==> config.mk <==
export PLATFORM = sky130hd
export DESIGN_NAME = dec_op_seq_flat
export DESIGN_NICKNAME = d
export VERILOG_FILES = /design/src/rtl/dec_op_seq_if.sv /design/src/rtl/dec_op_seq.sv /design/src/flat_wrapper.sv
export SDC_FILE = /design/constraint.sdc
export NUM_CORES = 1
export LEC_CHECK = 0
export ABC_AREA = 1
export CAP_MARGIN = 10
export CORE_ASPECT_RATIO = 0.75
export CORE_MARGIN = 1
export CORE_UTILIZATION = 30
export DETAILED_ROUTE_END_ITERATION = 8
export SYNTH_ARGS = -nofsm -noshare
export SYNTH_HDL_FRONTEND = slang
export SYNTH_SLANG_ARGS = --single-unit
==> constraint.sdc <==
create_clock -name clk -period 3.05 [get_ports clk]
set_clock_uncertainty 0.15 [all_clocks]
set_input_delay 0.4575 -clock clk [delete_from_list [all_inputs] [get_ports clk]]
set_output_delay 0.4575 -clock clk [all_outputs]
set_load 0.01 [all_outputs]
==> src/rtl/dec_op_seq_if.sv <==
// dec_op_seq_if: operand/opcode request and result bundle for dec_op_seq
interface dec_op_seq_if #(parameter int W = 4);
  logic           enable;
  logic           start;
  logic [W-1:0]   a;
  logic [W-1:0]   b;
  logic [1:0]     dec;
  logic           busy;
  logic           done;
  logic [3:0]     sel;
  logic [2*W-1:0] c;
  modport master(output enable, start, a, b, dec, input busy, done, sel, c);
  modport slave(input enable, start, a, b, dec, output busy, done, sel, c);
endinterface

==> src/rtl/dec_op_seq.sv <==
// dec_op_seq: handshaked add/sub/shift-add multiply/xor unit with one-hot op tag
module dec_op_seq #(
  parameter int W = 4
) (
  input  logic        clk,
  input  logic        rst,
  dec_op_seq_if.slave bus
);
  localparam int CW = $clog2(W);
  typedef enum logic {IDLE, RUN} state_t;
  state_t         state, state_n;
  logic [2*W-1:0] mc, acc, prod, res, c;
  logic [W-1:0]   mb;
  logic [1:0]     op;
  logic [3:0]     sel;
  logic [CW-1:0]  cnt;
  logic           done, accept, step, fin;
  always_ff @(posedge clk)
    if (rst) state <= IDLE;
    else     state <= state_n;
  always_comb begin
    accept  = state == IDLE && bus.enable && bus.start;
    step    = state == RUN && bus.enable;
    fin     = step && (op != 2'd2 || cnt == '0);
    state_n = accept ? RUN : fin ? IDLE : state;
  end
  // mc doubles as the zero-extended operand X and the left-shifting multiplicand
  always_comb begin
    prod = acc + (mb[0] ? mc : '0);
    res  = op == 2'd0 ? mc + {{W{1'b0}}, mb} :
           op == 2'd1 ? mc - {{W{1'b0}}, mb} :
           op == 2'd3 ? mc ^ {{W{1'b0}}, mb} : prod;
  end
  always_ff @(posedge clk) begin
    if (rst) begin
      mc   <= '0;
      mb   <= '0;
      op   <= '0;
      sel  <= '0;
      acc  <= '0;
      cnt  <= '0;
      c    <= '0;
      done <= 1'b0;
    end else begin
      done <= fin;
      if (accept) begin
        mc  <= {{W{1'b0}}, bus.a};
        mb  <= bus.b;
        op  <= bus.dec;
        sel <= 4'b0001 << bus.dec;
        acc <= '0;
        cnt <= CW'(W - 1);
      end else if (step && op == 2'd2) begin
        acc <= prod;
        mc  <= mc << 1;
        mb  <= mb >> 1;
        cnt <= cnt - 1'b1;
      end
      if (fin) c <= res;
    end
  end
  assign bus.busy = state == RUN;
  assign bus.done = done;
  assign bus.sel  = sel;
  assign bus.c    = c;
endmodule
==> src/flat_wrapper.sv <==
// flat-port wrapper written by rule: the top's interface ports become plain ports
module dec_op_seq_flat 
#(
  parameter int W = 4
)
  (clk, rst, bus_enable, bus_start, bus_a, bus_b, bus_dec, bus_busy, bus_done, bus_sel, bus_c);
  dec_op_seq_if #(.W(W)) bus_i ();
  input  logic clk;
  input  logic rst;
  input wire logic [$bits(bus_i.enable)-1:0] bus_enable;
  input wire logic [$bits(bus_i.start)-1:0] bus_start;
  input wire logic [$bits(bus_i.a)-1:0] bus_a;
  input wire logic [$bits(bus_i.b)-1:0] bus_b;
  input wire logic [$bits(bus_i.dec)-1:0] bus_dec;
  output wire logic [$bits(bus_i.busy)-1:0] bus_busy;
  output wire logic [$bits(bus_i.done)-1:0] bus_done;
  output wire logic [$bits(bus_i.sel)-1:0] bus_sel;
  output wire logic [$bits(bus_i.c)-1:0] bus_c;
  assign bus_i.enable = bus_enable;
  assign bus_i.start = bus_start;
  assign bus_i.a = bus_a;
  assign bus_i.b = bus_b;
  assign bus_i.dec = bus_dec;
  assign bus_busy = bus_i.busy;
  assign bus_done = bus_i.done;
  assign bus_sel = bus_i.sel;
  assign bus_c = bus_i.c;
  dec_op_seq #(.W(W)) u_core (.clk(clk), .rst(rst), .bus(bus_i));
endmodule
==> impl_metrics.env <==
export IMPL_synth_avg_cell_area_um2=6.887
export IMPL_p_per_area_mw_per_mm2=378.4
export IMPL_grt_antenna_before_repair=0
export IMPL_switchingPower_uw=336.0
export IMPL_fin_area_mm2=0.002940
export IMPL_async_flop_share_pct=0
export IMPL_route_detailed_drc=0
export IMPL_layout_min_cycle_time_ns=2.588
export IMPL_io_buffers=27
export IMPL_placed_cells=485
export IMPL_muxShareOfSynthArea_pct=0
export IMPL_grt_ovfl_total=0
export IMPL_swShare_pct=30.21
export IMPL_hold_ws_ns=0.3025
export IMPL_yosys_cell_types_count=34
export IMPL_crit_type="flip-flop to flip-flop"
export IMPL_insertion_delay_ns=0.30
export IMPL_drv_cap=0
export IMPL_min_path_type="flip-flop to flip-flop"
export IMPL_synth_xor_area_share_pct=1.752
export IMPL_cts_sinks=38
export IMPL_instances_no_fill=493
export IMPL_fill_cells=845
export IMPL_synth_seq_area_share_pct=30.43
export IMPL_grt_pass1_vias=2225
export IMPL_die_w_um=107.4
export IMPL_pwr_share_clk_pct=33.9
export IMPL_ys_ff_latch=38
export IMPL_r2r_setup_slack_ns=0.46
export IMPL_synth_top_family_by_area="simple AND/OR/NAND/NOR gates"
export IMPL_fmax_mhz=386.4
export IMPL_slew_headroom_pct=60.61
export IMPL_diodes=0
export IMPL_cts_tree="yes"
export IMPL_syn_inst=363
export IMPL_synthAdderAreaFrac_pct=10.41
export IMPL_finalWirelength_mm=6.497
export IMPL_power_internal_uw=776.4
export IMPL_ioPinCount=28
export IMPL_total_power_mw=1.112
export IMPL_die_y_um=81.06
export IMPL_drive_above_1_share_pct=7.474
export IMPL_tightest_slew_ns=0.5895
export IMPL_hold_buffers=0
export IMPL_core_area_mm2=0.007988
export IMPL_crit_path_cell_trace="ha_1 -> ha_1 -> inv_1 -> fa_1 -> o21ai_1 -> nand3_1 -> nand2_1 -> nand2_1 -> and2_1 -> o21ai_1 -> inv_1"
export IMPL_synth_top_cells_by_count="86 x nand2_1, 43 x inv_1, 38 x dfxtp_1"
export IMPL_dp_slack_ns=0.5132
export IMPL_seqPwrFrac_pct=48.2
export IMPL_fin_util_pct=36.81
export IMPL_cts_htree_levels=2
export IMPL_yosysWarnings=0
export IMPL_yosys_area_share_simple_pct=29.43
export IMPL_numCtsBuffers=5
export IMPL_status="finished, final reports clean"
export IMPL_drtAntennaViolNets=0
export IMPL_die_area_mm2=0.008706
export IMPL_first_iter_violations=149
export IMPL_synth_ff_type="dfxtp_1"
export IMPL_critPathArrivalTime_ns=2.63
export IMPL_p_comb_share_pct=18.0
export IMPL_cp_slowest_cell="dfxtp_1"
export IMPL_fin_ws_ns=0.4623
export IMPL_synth_compound_area_share_pct=16.97
export IMPL_vias=2424
export IMPL_cp_end_kind="flip-flop"
export IMPL_synth_edff_count=0
export IMPL_syn2layout_area_growth_pct=17.62
export IMPL_yosysMostFrequentCell="nand2_1"
export IMPL_worstSetupStartpointType="flip-flop"
export IMPL_cp_top_family="adder cells"
export IMPL_setup_viol=0
export IMPL_grt_usage_pct=16.28
export IMPL_ir_worst_vdd_mv=0.1811
export IMPL_synth_area_mm2=0.002500
export IMPL_cts_max_path_buffers=2
export IMPL_p_leak_nw=1.388
export IMPL_yosysTopAreaCellShare_pct=30.43
export IMPL_viasPerCell=4.917
export IMPL_num_nets_final=420
export IMPL_start_util_pct=31.30
export IMPL_rows=28
export IMPL_slowest_delay_ns=0.56
export IMPL_rsz0062_at_grt="false"
export IMPL_gp_congestion=0.8681
export IMPL_crit_required_ns=3.10
export IMPL_final_max_slew_viol_count=0
export IMPL_cts_setup_buffers=0
export IMPL_grt_max_degree=19
export IMPL_dp_hpwl_mm=4.980
export IMPL_min_period_over_period_pct=84.84
export IMPL_worstPathMaxFanout=10
export IMPL_path_buf_inv=2
export IMPL_yosysTopAreaCell="dfxtp_1"
export IMPL_dpl_instance_area_mm2=0.002845
export IMPL_cts_resized=0
export IMPL_hold_violations=0
export IMPL_synth_nets=396
export IMPL_grt_pass1_wl_mm=10.86
export IMPL_path_clk_slew_ns=0.08
export IMPL_routedWlPerCell_um=13.18
export IMPL_cts_root_buf="clkbuf_8"
export IMPL_final_setup_tns_ns=0
export IMPL_synth_area_leaders="dfxtp_1 30%, nand2_1 13%, ha_1 8.0%"
export IMPL_drt_pass1_iterations=5
-- routing by layer --
| metal | global-route usage [%] | wire length (um) | vias up | part of all wire (%) |
|---|---|---|---|---|
| met3 | 3.451 | 459 | 8 | 7.1 |
| met1 | 23.80 | 3370 | 1080 | 52 |
| met2 | 24.65 | 2621 | 96 | 40 |
| li1 | - | - | 1240 | - |
| met4 | 2.877 | 46 | 0 | 0.71 |
| met5 | 0 | 0 | - | 0 |
-- registers in the layout, indices dropped and copies added (netlist names) --
register         cells
u_core.acc           8
u_core.bus.busy      1
u_core.bus.c         8
u_core.bus.done      1
u_core.bus.sel       4
u_core.cnt           2
u_core.mb            4
u_core.mc            8
u_core.op            2
-- power groups by stage --
stage               clock network [mW]  logic (mW)  registers (mW)
floorplan                            0       0.135           0.541
global placement                     0       0.197           0.546
detailed placement                   0       0.199           0.547
CTS                              0.389       0.200           0.535
global route                     0.406       0.228           0.539
finish                           0.377       0.200           0.536
-- tightest hold or removal path, cell delays in order, from the launching register on --
cell	delay, ns
dfxtp_1	0.32
nand2_1	0.06
nand2_1	0.04
-- cells in the final DEF, fill, tap and decap left out, types with 2 or more instances in the layout --
cell,instances
a211oi_1,6
a31oi_1,7
clkbuf_8,6
a21oi_1,16
nand3_1,32
o21ai_1,5
nand3b_1,4
nand2_1,86
ha_1,16
nor2_4,2
nor3_1,2
fa_1,3
clkdlybuf4s50_1,27
o221ai_1,4
buf_4,2
nand2_4,2
a211o_1,2
xor2_1,5
inv_2,8
nand4_1,4
dfxtp_1,38
inv_1,43
o21ai_0,22
inv_4,2
nor2_1,32
o22ai_1,2
-- cells by family after synthesis --
group	Yosys count
xor+xnor	5
flops	38
simple gates	167
compound gates	69
fa+ha+maj	19
buf+inv	65
-- worst paths after layout --
check	start	end	cells after the start
setup / recovery	u_core.mb[0]$_SDFFE_PP0P_	u_core.acc[6]$_SDFFE_PP0P_	11
hold / removal	u_core.bus.c[4]$_SDFFE_PP0P_	u_core.bus.c[4]$_SDFFE_PP0P_	2
setup reg to reg	u_core.mb[0]$_SDFFE_PP0P_	u_core.acc[6]$_SDFFE_PP0P_	11
hold reg to reg	u_core.bus.c[4]$_SDFFE_PP0P_	u_core.bus.c[4]$_SDFFE_PP0P_	2
-- layout make-up --
| type | instances | area, um^2 | area share (%) |
|---|---|---|---|
| clock buffers | 6 | 82.58 | 2.809 |
| clock inverters | 2 | 12.51 | 0.4255 |
| inverters | 53 | 203.9 | 6.936 |
| multi-input cells | 260 | 1464 | 49.79 |
| flip-flops and latches | 38 | 760.7 | 25.87 |
| well taps | 105 | 131.4 | 4.468 |
| repair buffers | 29 | 285.3 | 9.702 |
Note: power is estimated with default switching activity, not from simulation.
